[src/rtl/fma_exp_pkg.sv]
// Shared types and constants for the FMA exponent pipeline.
// The subnormal exponent adjust in fma_exp_pipe is built only when
// FMA_EXP_SUBNORM_EN is defined.
package fma_exp_pkg;

  typedef enum logic {
    FMT_REDUCED = 1'b0,
    FMT_MAX     = 1'b1
  } fmt_e;

  // Default format geometry: binary64 as the max format, binary32 as the reduced one.
  localparam int unsigned NE_DEF    = 11;
  localparam int unsigned NF_DEF    = 52;
  localparam int unsigned BIAS_DEF  = 1023;
  localparam int unsigned NE1_DEF   = 8;
  localparam int unsigned NF1_DEF   = 23;
  localparam int unsigned BIAS1_DEF = 127;

  // Exponent bias of the selected format.
  function automatic int unsigned fmt_bias(input fmt_e f, input int unsigned bias_max,
                                           input int unsigned bias_red);
    return (f == FMT_MAX) ? bias_max : bias_red;
  endfunction

  // Fraction width F of the selected format.
  function automatic int unsigned fmt_frac(input fmt_e f, input int unsigned nf_max,
                                           input int unsigned nf_red);
    return (f == FMT_MAX) ? nf_max : nf_red;
  endfunction

  // Addend alignment offset: the addend starts F+2 places left of the product.
  function automatic int unsigned acnt_offset(input int unsigned nf);
    return nf + 2;
  endfunction

  // Beyond this shift the addend lies entirely below the sticky position.
  function automatic int unsigned kill_z_thresh(input int unsigned nf);
    return 3 * nf + 3;
  endfunction

endpackage

[src/rtl/fma_exp_calc.sv]
// Second-stage exponent math: alignment count and kill flags from the
// product exponent and the addend exponent. Purely combinational.
module fma_exp_calc
  import fma_exp_pkg::*;
#(
  parameter int unsigned NE  = NE_DEF,
  parameter int unsigned NF  = NF_DEF,
  parameter int unsigned NF1 = NF1_DEF
) (
  input  fma_exp_pkg::fmt_e fmt,
  input  logic [NE+1:0]     pe,
  input  logic [NE-1:0]     ze,
  input  logic              xzero,
  input  logic              yzero,
  input  logic              zzero,
  output logic [NE+1:0]     acnt,
  output logic              kill_prod,
  output logic              kill_z
);

  localparam int unsigned W = NE + 2;

  localparam logic [W-1:0] OFF_MAX = W'(acnt_offset(fmt_frac(FMT_MAX, NF, NF1)));
  localparam logic [W-1:0] OFF_RED = W'(acnt_offset(fmt_frac(FMT_REDUCED, NF, NF1)));
  localparam logic [W-1:0] THR_MAX = W'(kill_z_thresh(fmt_frac(FMT_MAX, NF, NF1)));
  localparam logic [W-1:0] THR_RED = W'(kill_z_thresh(fmt_frac(FMT_REDUCED, NF, NF1)));

  logic [W-1:0] off;
  logic [W-1:0] thr;

  // Alignment shift (two's complement) and the two negligibility decisions.
  always_comb begin
    off       = (fmt == FMT_MAX) ? OFF_MAX : OFF_RED;
    thr       = (fmt == FMT_MAX) ? THR_MAX : THR_RED;
    acnt      = pe - {2'b00, ze} + off;
    // Negative shift: addend dominates, product only contributes sticky.
    kill_prod = xzero | yzero | (acnt[W-1] & ~zzero);
    // Positive shift past the datapath: addend only contributes sticky.
    kill_z    = zzero | (~acnt[W-1] & (acnt > thr));
  end

endmodule

[src/rtl/fma_exp_pipe.sv]
// Two-stage FMA exponent pipeline: product exponent with format-selected
// bias in stage 1, addend alignment and kill flags in stage 2.
// Optional build macro: FMA_EXP_SUBNORM_EN (subnormal exponent fields use
// effective exponent 1).
module fma_exp_pipe
  import fma_exp_pkg::*;
#(
  parameter int unsigned NE    = NE_DEF,
  parameter int unsigned NF    = NF_DEF,
  parameter int unsigned BIAS  = BIAS_DEF,
  parameter int unsigned NE1   = NE1_DEF,
  parameter int unsigned NF1   = NF1_DEF,
  parameter int unsigned BIAS1 = BIAS1_DEF
) (
  input  logic          clk,
  input  logic          reset,
  input  logic          flush,
  input  logic          in_valid,
  output logic          in_ready,
  input  logic          Fmt,
  input  logic [NE-1:0] Xe,
  input  logic [NE-1:0] Ye,
  input  logic [NE-1:0] Ze,
  input  logic          XZero,
  input  logic          YZero,
  input  logic          ZZero,
  output logic          out_valid,
  input  logic          out_ready,
  output logic [NE+1:0] Pe,
  output logic [NE+1:0] ACnt,
  output logic          KillProd,
  output logic          KillZ
);

  localparam int unsigned W = NE + 2;

  localparam logic [W-1:0]  BIAS_MAX_W = W'(fmt_bias(FMT_MAX, BIAS, BIAS1));
  localparam logic [W-1:0]  BIAS_RED_W = W'(fmt_bias(FMT_REDUCED, BIAS, BIAS1));
  // Reduced-format fields carry only NE1 meaningful (right-aligned) bits.
  localparam logic [NE-1:0] RED_MASK   = NE'((1 << NE1) - 1);

  // Handshake: a stage holds one entry while its valid is set. Stage 2 may
  // take a new entry when it is empty or its entry is popped this cycle
  // (out_valid & out_ready); stage 1 may take one when it is empty or moves
  // into stage 2. An input is accepted on in_valid & in_ready, and in_ready
  // is low during flush. Outputs are held unchanged while out_valid is set
  // and out_ready is low; empty stages are filled even while stalled.
  logic s1_valid, s2_valid;
  logic s1_adv, s2_adv, accept;

  assign s2_adv    = ~s2_valid | out_ready;
  assign s1_adv    = ~s1_valid | s2_adv;
  assign in_ready  = s1_adv & ~flush;
  assign accept    = in_valid & in_ready;
  assign out_valid = s2_valid;

  fmt_e          fmt_in;
  logic [NE-1:0] xe_eff, ye_eff, ze_eff;
  logic [W-1:0]  bias_sel;
  logic [W-1:0]  pe_next;

  assign fmt_in = fmt_e'(Fmt);

  // Effective exponents and stage-1 product exponent.
  always_comb begin
    xe_eff = (fmt_in == FMT_MAX) ? Xe : (Xe & RED_MASK);
    ye_eff = (fmt_in == FMT_MAX) ? Ye : (Ye & RED_MASK);
    ze_eff = (fmt_in == FMT_MAX) ? Ze : (Ze & RED_MASK);
`ifdef FMA_EXP_SUBNORM_EN
    // A non-zero operand with a zero exponent field is subnormal: its
    // significand is scaled as if the exponent were 1.
    if (!XZero && (xe_eff == '0)) xe_eff = NE'(1);
    if (!YZero && (ye_eff == '0)) ye_eff = NE'(1);
    if (!ZZero && (ze_eff == '0)) ze_eff = NE'(1);
`endif
    bias_sel = (fmt_in == FMT_MAX) ? BIAS_MAX_W : BIAS_RED_W;
    pe_next  = (XZero | YZero) ? '0 : ({2'b00, xe_eff} + {2'b00, ye_eff} - bias_sel);
  end

  fma_exp_pkg::fmt_e s1_fmt;
  logic [W-1:0]      s1_pe;
  logic [NE-1:0]     s1_ze;
  logic              s1_xz, s1_yz, s1_zz;

  logic [W-1:0]      acnt_next;
  logic              kp_next, kz_next;

  fma_exp_calc #(
    .NE  (NE),
    .NF  (NF),
    .NF1 (NF1)
  ) u_calc (
    .fmt       (s1_fmt),
    .pe        (s1_pe),
    .ze        (s1_ze),
    .xzero     (s1_xz),
    .yzero     (s1_yz),
    .zzero     (s1_zz),
    .acnt      (acnt_next),
    .kill_prod (kp_next),
    .kill_z    (kz_next)
  );

  // Stage valid bits: flush empties both stages at the next edge.
  always_ff @(posedge clk or posedge reset) begin
    if (reset) begin
      s1_valid <= 1'b0;
      s2_valid <= 1'b0;
    end else if (flush) begin
      s1_valid <= 1'b0;
      s2_valid <= 1'b0;
    end else begin
      if (s2_adv) s2_valid <= s1_valid;
      if (s1_adv) s1_valid <= accept;
    end
  end

  // Stage-1 data: loads only when an operand set is accepted.
  always_ff @(posedge clk or posedge reset) begin
    if (reset) begin
      s1_fmt <= FMT_REDUCED;
      s1_pe  <= '0;
      s1_ze  <= '0;
      s1_xz  <= 1'b0;
      s1_yz  <= 1'b0;
      s1_zz  <= 1'b0;
    end else if (accept) begin
      s1_fmt <= fmt_in;
      s1_pe  <= pe_next;
      s1_ze  <= ze_eff;
      s1_xz  <= XZero;
      s1_yz  <= YZero;
      s1_zz  <= ZZero;
    end
  end

  // Stage-2 data: loads when a valid stage-1 entry moves forward.
  always_ff @(posedge clk or posedge reset) begin
    if (reset) begin
      Pe       <= '0;
      ACnt     <= '0;
      KillProd <= 1'b0;
      KillZ    <= 1'b0;
    end else if (s2_adv && s1_valid && !flush) begin
      Pe       <= s1_pe;
      ACnt     <= acnt_next;
      KillProd <= kp_next;
      KillZ    <= kz_next;
    end
  end

endmodule
[config.mk]
export PLATFORM = sky130hd
export DESIGN_NAME = fma_exp_pipe
export DESIGN_NICKNAME = d
export VERILOG_FILES = /design/src/rtl/fma_exp_pkg.sv /design/src/rtl/fma_exp_calc.sv /design/src/rtl/fma_exp_pipe.sv
export SDC_FILE = /design/constraint.sdc
export NUM_CORES = 1
export LEC_CHECK = 0
export BUFFER_PORTS_ARGS = -buffer_cell sky130_fd_sc_hd__buf_2
export CELL_PAD_IN_SITES_DETAIL_PLACEMENT = 1
export CELL_PAD_IN_SITES_GLOBAL_PLACEMENT = 2
export CORE_ASPECT_RATIO = 0.5
export CORE_MARGIN = 2
export CORE_UTILIZATION = 32
export CTS_BUF_LIST = sky130_fd_sc_hd__clkbuf_8
export CTS_CLUSTER_DIAMETER = 80
export DETAILED_ROUTE_END_ITERATION = 8
export HOLD_SLACK_MARGIN = 0.12
export PLACE_DENSITY_LB_ADDON = 0.1
export SLEW_MARGIN = 0
export SYNTH_ARGS = -nofsm -noshare
export SYNTH_HDL_FRONTEND = slang
export SYNTH_SLANG_ARGS = --single-unit
[constraint.sdc]
create_clock -name clk -period 7.95 [get_ports clk]
set_input_delay 1.59 -clock clk [delete_from_list [all_inputs] [get_ports clk]]
set_output_delay 1.59 -clock clk [all_outputs]
set_load 0.005 [all_outputs]
==> results of run 1 <==
## placed cells by master (no fill, tap or decap), types with 2 or more instances in the layout
cell	instances
and2_1	3
a22o_1	2
clkinvlp_4	2
nor2b_1	3
a211oi_1	5
buf_2	71
o211ai_1	4
nor2_1	16
ha_1	45
a21boi_0	2
a211o_1	4
mux2_2	35
nand3_1	3
o21ai_0	24
a21oi_1	16
clkbuf_8	9
dfrtp_1	58
clkinv_4	2
nor3_1	9
and4_1	2
xor2_1	7
nand2_1	28
a2111oi_0	2
xnor2_1	7
a2111o_1	2
nand4_1	3
or4_1	2
nand2b_1	4
inv_1	41
a21o_1	5
o21a_1	8
o31ai_1	2
fa_1	7
and3_1	3
a31oi_1	4
buf_4	3
## state kept, by name, summed over array words and instances (netlist names)
name / count
s1_ze: 11
s1_pe: 13
s1_yz: 1
s1_xz: 1
out_valid: 1
s1_zz: 1
Pe: 13
s1_fmt: 1
s1_valid: 1
ACnt: 13
KillProd: 1
KillZ: 1
## worst max-delay path by stage
| stage | start | endpoint | slack, ns | cells past startpoint |
|---|---|---|---|---|
| detailed placement | s1_fmt | KillZ | 3.64 | 14 |
| CTS | s1_fmt | KillZ | 3.60 | 14 |
| global placement | s1_fmt | KillZ | 3.79 | 14 |
| floorplan | s1_fmt | KillZ | 4.17 | 14 |
| finish | s1_fmt | KillZ | 3.67 | 14 |
| global route | s1_fmt | KillZ | 3.40 | 14 |
## routing by layer
metal / routed length [um] / global-route usage (%) / vias to the layer above
met2: 4400 / 25.60 / 57
met1: 5074 / 21.95 / 1516
met3: 381 / 3.497 / 8
met5: 0 / 0 / -
met4: 102 / 5.625 / 0
li1: - / - / 1532
## logic make-up (layout without fill, tap and decap cells)
group,count (synthesis),after routing,synth area share [%]
adder cells (fa/ha/maj),52,52,17.87
AO/OA/AOI/OAI,92,92,15.93
XOR/XNOR,14,14,3.116
multiplexers,35,35,10.02
buffers and inverters,55,131,5.246
AND/OR/NAND/NOR,85,85,10.94
flip-flops,58,58,36.88
## power groups by stage
stage,Clock [mW],Combinational [mW],Sequential (mW)
floorplan,0,0.417,0.404
global placement,0,0.580,0.409
detailed placement,0,0.598,0.412
CTS,0.286,0.604,0.406
global route,0.296,0.682,0.414
finish,0.269,0.596,0.404
## per-stage QoR
step / cell area [sq um] / utilization, % / setup slack [ns] / power, mW / cells
6_report: 4668 / 39.19 / 3.674 / 1.269 / 632
4_1_cts: 4668 / 39.19 / 3.604 / 1.295 / 632
2_1_floorplan: 3935 / - / 4.170 / 0.8215 / 391
3_3_place_gp: 4473 / 37.55 / 3.787 / 0.9892 / 616
5_1_grt: 4668 / 39.19 / 3.399 / 1.391 / 632
3_5_place_dp: 4473 / 37.55 / 3.642 / 1.010 / 616
## area by class of cell
type / instances / area (sq um)
clock buffer: 9 / 123.9
tap: 165 / 206.4
fill: 1398 / 7243
sequential: 58 / 1451
clock inverter: 7 / 71.32
inverter: 41 / 153.9
multi-input combinational: 278 / 2283
timing repair buffer: 74 / 377.9
## worst max-delay path: stages (launching register included)
cell and delay (ns):
dfrtp_1 0.50, inv_1 0.26, fa_1 0.59, inv_1 0.07
ha_1 0.34, a211oi_2 0.31, o21ai_0 0.21, a31o_2 0.30
xor2_1 0.16, ha_1 0.33, nand2_1 0.08, or4_1 0.48
a211oi_1 0.23, and4b_1 0.21, a31oi_1 0.08
==> out/metrics.yaml, run 1 <==
outcome:
  status: "finished clean"
timing:
  finalHoldViolCount: 0
  tightest_slew_ns: 0.7684
  period_minus_slack_ns: 4.276
  max-slew-margin-rel_pct: 48.77
  rsz0062_at_grt: "no"
  drv_slew: 0
  holdWs_ns: 0.4730
  fmax_mhz: 233.8
  finalCritPeriodShare_pct: 53.79
  setup_viol: 0
  skew_ns: 0.01104
  setup-tns-final_ns: 0
pwr:
  ir_worst_vdd_mv: 0.08240
  p_int_uw: 777.3
  clock_power_share_pct: 21.2
  leakage_nw: 2.307
  power.switching_uw: 491.5
  seq_power_share_pct: 31.8
  switching_share_pct: 38.74
  pwr_density_cell_nw_per_um2: 271.8
  pwr-share-comb_pct: 46.9
grt:
  grt_pass1_vias: 3250
  grt_overflow: 0
  antenna_found_initial: 0
  grt_pass1_wl_um: 16320
  grt.total_usage_pct: 16.08
  grt_max_degree: 59
clock_tree:
  cts_tree: "built"
  cts_buffer_depth: 2
  cts_sinks: 58
  cts_root_buf: "clkbuf_8"
  postCtsSetupBuffers: 0
  post_cts_resized: 0
  cts_inserted_buffers: 9
  ctsHoldBuffers: 0
  clkLatencyLatePin_ns: 0.35
  cts.htree.levels: 3
  path_clk_slew_ns: 0.07
placement:
  dp_hpwl_um: 7885
  place_congestion: 0.7649
  port_buffers: 71
critical_path:
  timing.rr.start: "s1_fmt"
  crit_arrival_ns: 4.50
  cp-start-kind: "flop"
  required_ns: 8.17
  reg2reg_to: "KillZ"
  ff2ff_path_depth: 14
  crit_fanout: 7
  cp-end-kind: "flop"
  worstSetupPathType: "reg -> reg"
  reg2reg_slack_ns: 3.67
synth:
  synth_most_common_cell: "dfrtp_1"
  syn_area_sq_um: 3935
  ys_ff_latch: 58
  synth_top_area_share_pct: 36.88
  synthTopCellsByCount: "58 x dfrtp_1, 45 x ha_1, 41 x inv_1"
  postSynthCellCount: 391
  ys_async_sr_fraction_pct: 100.0
  synthFlopType: "dfrtp_1"
  synth_area_leaders: "dfrtp_1 37%, ha_1 14%, mux2_2 10%"
  synth_edf_count: 0
  yosys.area.top_type: "dfrtp_1"
  synth.avg_cell_area_sq_um: 10.06
  yosysSeqAreaShare_pct: 36.88
  synth_warnings: 0
  syn-num-nets: 485
  yosysUniqueCellTypes: 54
route:
  drtIter0Drc: 105
  vias: 3113
  drt_first_pass_iters: 4
  ant_nets: 0
  vias_per_cell: 4.926
  wl_per_cell_um: 15.76
  drc: 0
  wl_um: 9958
floorplanning:
  die_x_um: 160.8
  die_h_um: 82.41
  dieArea_sq_um: 13250
  core_area_sq_um: 11910
  placementRows: 28
  io-pin-count: 72
  initial_core_util_pct: 33.04
worst_hold_path:
  hold_class: "reg -> reg"
  min_to: "ACnt[3]"
  min_path_cells: 1
  worstHoldStart: "ACnt[3]"
cells_and_area:
  diodes: 0
  drive_gt1_share_pct: 28.48
  finalNetCount: 556
  syn_to_final_growth_pct: 18.63
flow_run:
  cap_violations: 0
No activity file was read; power rests on OpenSTA's default activity.
==> inputs of run 2 (changes only) <==
==> constraint.sdc (replaced) <==
create_clock -name clk -period 3.8 [get_ports clk]
set_input_delay 0.76 -clock clk [delete_from_list [all_inputs] [get_ports clk]]
set_output_delay 0.76 -clock clk [all_outputs]
set_load 0.005 [all_outputs]
==> run 2 against run 1 <==
Net effect: utilization is 1.6 points higher; largest cell class unchanged; die area stayed put; largest power group unchanged; setup slack worse by 3.5 ns; cell count grew 1.7%.
==> out/metrics.yaml, run 2 (same netlist as run 1, synthesis figures left out) <==
outcome:
  status: "finished clean"
floorplanning:
  dieArea_sq_um: 13250  # unchanged
  initial_core_util_pct: 33.04  # unchanged
  io-pin-count: 72  # unchanged
  placementRows: 28  # unchanged
  die_x_um: 160.8  # unchanged
  core_area_sq_um: 11910  # unchanged
  die_h_um: 82.41  # unchanged
timing:
  period_minus_slack_ns: 3.631  # -0.6456 ns
  finalCritPeriodShare_pct: 95.54  # +42 points
  setup-tns-final_ns: 0  # unchanged
  layout_setup_ws_ns: 0.1693  # -3.504 ns
  rsz0062_at_grt: "no"
  finalHoldViolCount: 0  # unchanged
  skew_ns: 0.007773  # -0.003267 ns
  fmax_mhz: 275.4  # +18%
  max-slew-margin-rel_pct: 46.00  # -2.8 points
  tightest_slew_ns: 0.8088  # +0.04038 ns
  setup_viol: 0  # unchanged
  drv_slew: 0  # unchanged
clock_tree:
  cts_tree: "built"
  cts.htree.levels: 3  # unchanged
  cts_inserted_buffers: 9  # unchanged
  cts_buffer_depth: 2  # unchanged
  cts_sinks: 58  # unchanged
  clkLatencyLatePin_ns: 0.35  # about the same
  path_clk_slew_ns: 0.07  # about the same
  cts_root_buf: "clkbuf_8"
critical_path:
  slowest_stage: "fa_2"
  cp-start-kind: "flop"
  crit_arrival_ns: 3.90  # -0.60 ns
  cp-end-kind: "flop"
  path_cells: "buf_4 -> ha_1 -> inv_1 -> ha_1 -> fa_2 -> a21oi_4 -> nor2b_1 -> nor2_2 -> xnor2_2 -> ha_1 -> inv_1 -> a2111o_1 -> a2111oi_2 -> and4b_1 -> a31oi_1"
  worstSetupPathType: "reg -> reg"
  max_stage_delay_ns: 0.40  # -0.19 ns
  critPathMostFrequentCell: "ha_1"
  crit_family: "adder cells"
  crit_fanout: 5  # -2
  crit_buf_inv: 3  # +1
  required_ns: 4.07  # -4.10 ns
cells_and_area:
  finalNetCount: 567  # +2.0%
  diodes: 0  # unchanged
  top_regs: "ACnt: 13 flops, Pe: 13 flops, s1_pe: 13 flops"
  mostFrequentLayoutCells: "71 x buf_2, 58 x dfrtp_1, 42 x ha_1"
  fin_cells: 643  # +1.7%
  register_area_sq_um: 1451  # unchanged
  fill_cells: 1387  # -0.79%
  syn_to_final_growth_pct: 23.40
  drive_gt1_share_pct: 33.05  # +4.6 points
  layout_commonest_cell: "buf_2"
  stdcell_area_sq_um: 4856  # +4.0%
  multi_input_area_sq_um: 2365  # +3.6%
placement:
  dp_slack_ns: -0.05850  # -3.701 ns
  port_buffers: 71  # unchanged
  place_congestion: 0.8180  # +6.9%
  dp.cells: 623  # +1.1%
  dpl_cell_area_sq_um: 4526  # +1.2%
  dp_hpwl_um: 8176  # +3.7%
grt:
  grt_pass1_wl_um: 16570  # +1.5%
  grt_max_degree: 38  # -36%
  grt_pass1_vias: 3216  # -1.0%
  grt_overflow: 0  # unchanged
  grt.total_usage_pct: 16.26  # +0.18 points
  antenna_found_initial: 0  # unchanged
route:
  vias: 3164  # +1.6%
  drc: 0  # unchanged
  wl_um: 10360  # +4.0%
  wl_per_cell_um: 16.11  # +2.2%
  drtIter0Drc: 138  # +31%
  ant_nets: 0  # unchanged
  vias_per_cell: 4.921  # -0.10%
  drt_first_pass_iters: 4  # unchanged
pwr:
  pwr_density_cell_nw_per_um2: 605.4  # +120%
  leakage_nw: 2.391  # +3.6%
  ir_worst_vdd_mv: 0.2185  # +170%
worst_hold_path:
  hold_class: "reg -> reg"
flow_run:
  cap_violations: 0  # unchanged
run 2: changes by cell type in the layout (fill, tap and decap cells not counted), sizes merged:
cell / delta
buf: +11
bufinv: +1
clkbuf: +1
clkinv: -1
clkinvlp: -1
run 2: cell type report:
| cell class | instances | share of cell area, % |
|---|---|---|
| tap | 165 | 4.251 |
| multi-input combinational | 278 | 48.70 |
| clock inverter | 6 | 1.675 |
| sequential | 58 | 29.89 |
| timing repair buffer | 85 | 9.482 |
| inverter | 41 | 3.169 |
| clock buffer | 10 | 2.834 |
run 2: final timing paths:
| path | from | end | slack (ns) | depth (start not counted) |
|---|---|---|---|---|
| hold / removal | ACnt[3] | ACnt[3] | 0.48 | 1 |
| min in group asynchronous | reset | Pe[9] | 0.56 | 2 |
| setup / recovery | s1_fmt | KillZ | 0.17 | 15 |
| hold reg to reg | ACnt[3] | ACnt[3] | 0.48 | 1 |
| max in group asynchronous | reset | Pe[1] | 2.45 | 3 |
| setup reg to reg | s1_fmt | KillZ | 0.17 | 15 |
run 2: layer usage:
metal	routed length [um]	part of all wire [%]	GRT usage, %
met1	5279	51	22.14
met2	4655	45	26.47
met3	344	3.3	4.196
met4	77	0.74	3.482
met5	0	0	0
run 2: per-stage QoR:
stage | utilization, % | power (mW) | hold slack [ns]
floorplan | - | 1.719 | 0.4498
global placement | 37.99 | 2.114 | 0.4581
detailed placement | 37.99 | 2.163 | 0.4703
CTS | 39.93 | 2.843 | 0.4851
global route | 40.77 | 3.196 | 0.5146
finish | 40.77 | 2.940 | 0.4809
run 2: report_power, final:
part           total (mW)  internal (mW)  switching, mW
combinational        1.45          0.701          0.753
sequential          0.843          0.757         0.0855
clock               0.643          0.382          0.261
run 2: timing repair:
item | 4_1_cts | 5_1_grt
pin swaps | 2 | 12
setup endpoints to repair | 1 | 1
hold buffers | 0 | 0
resized for setup | 3 | 16
buffers inserted | 1 | 3
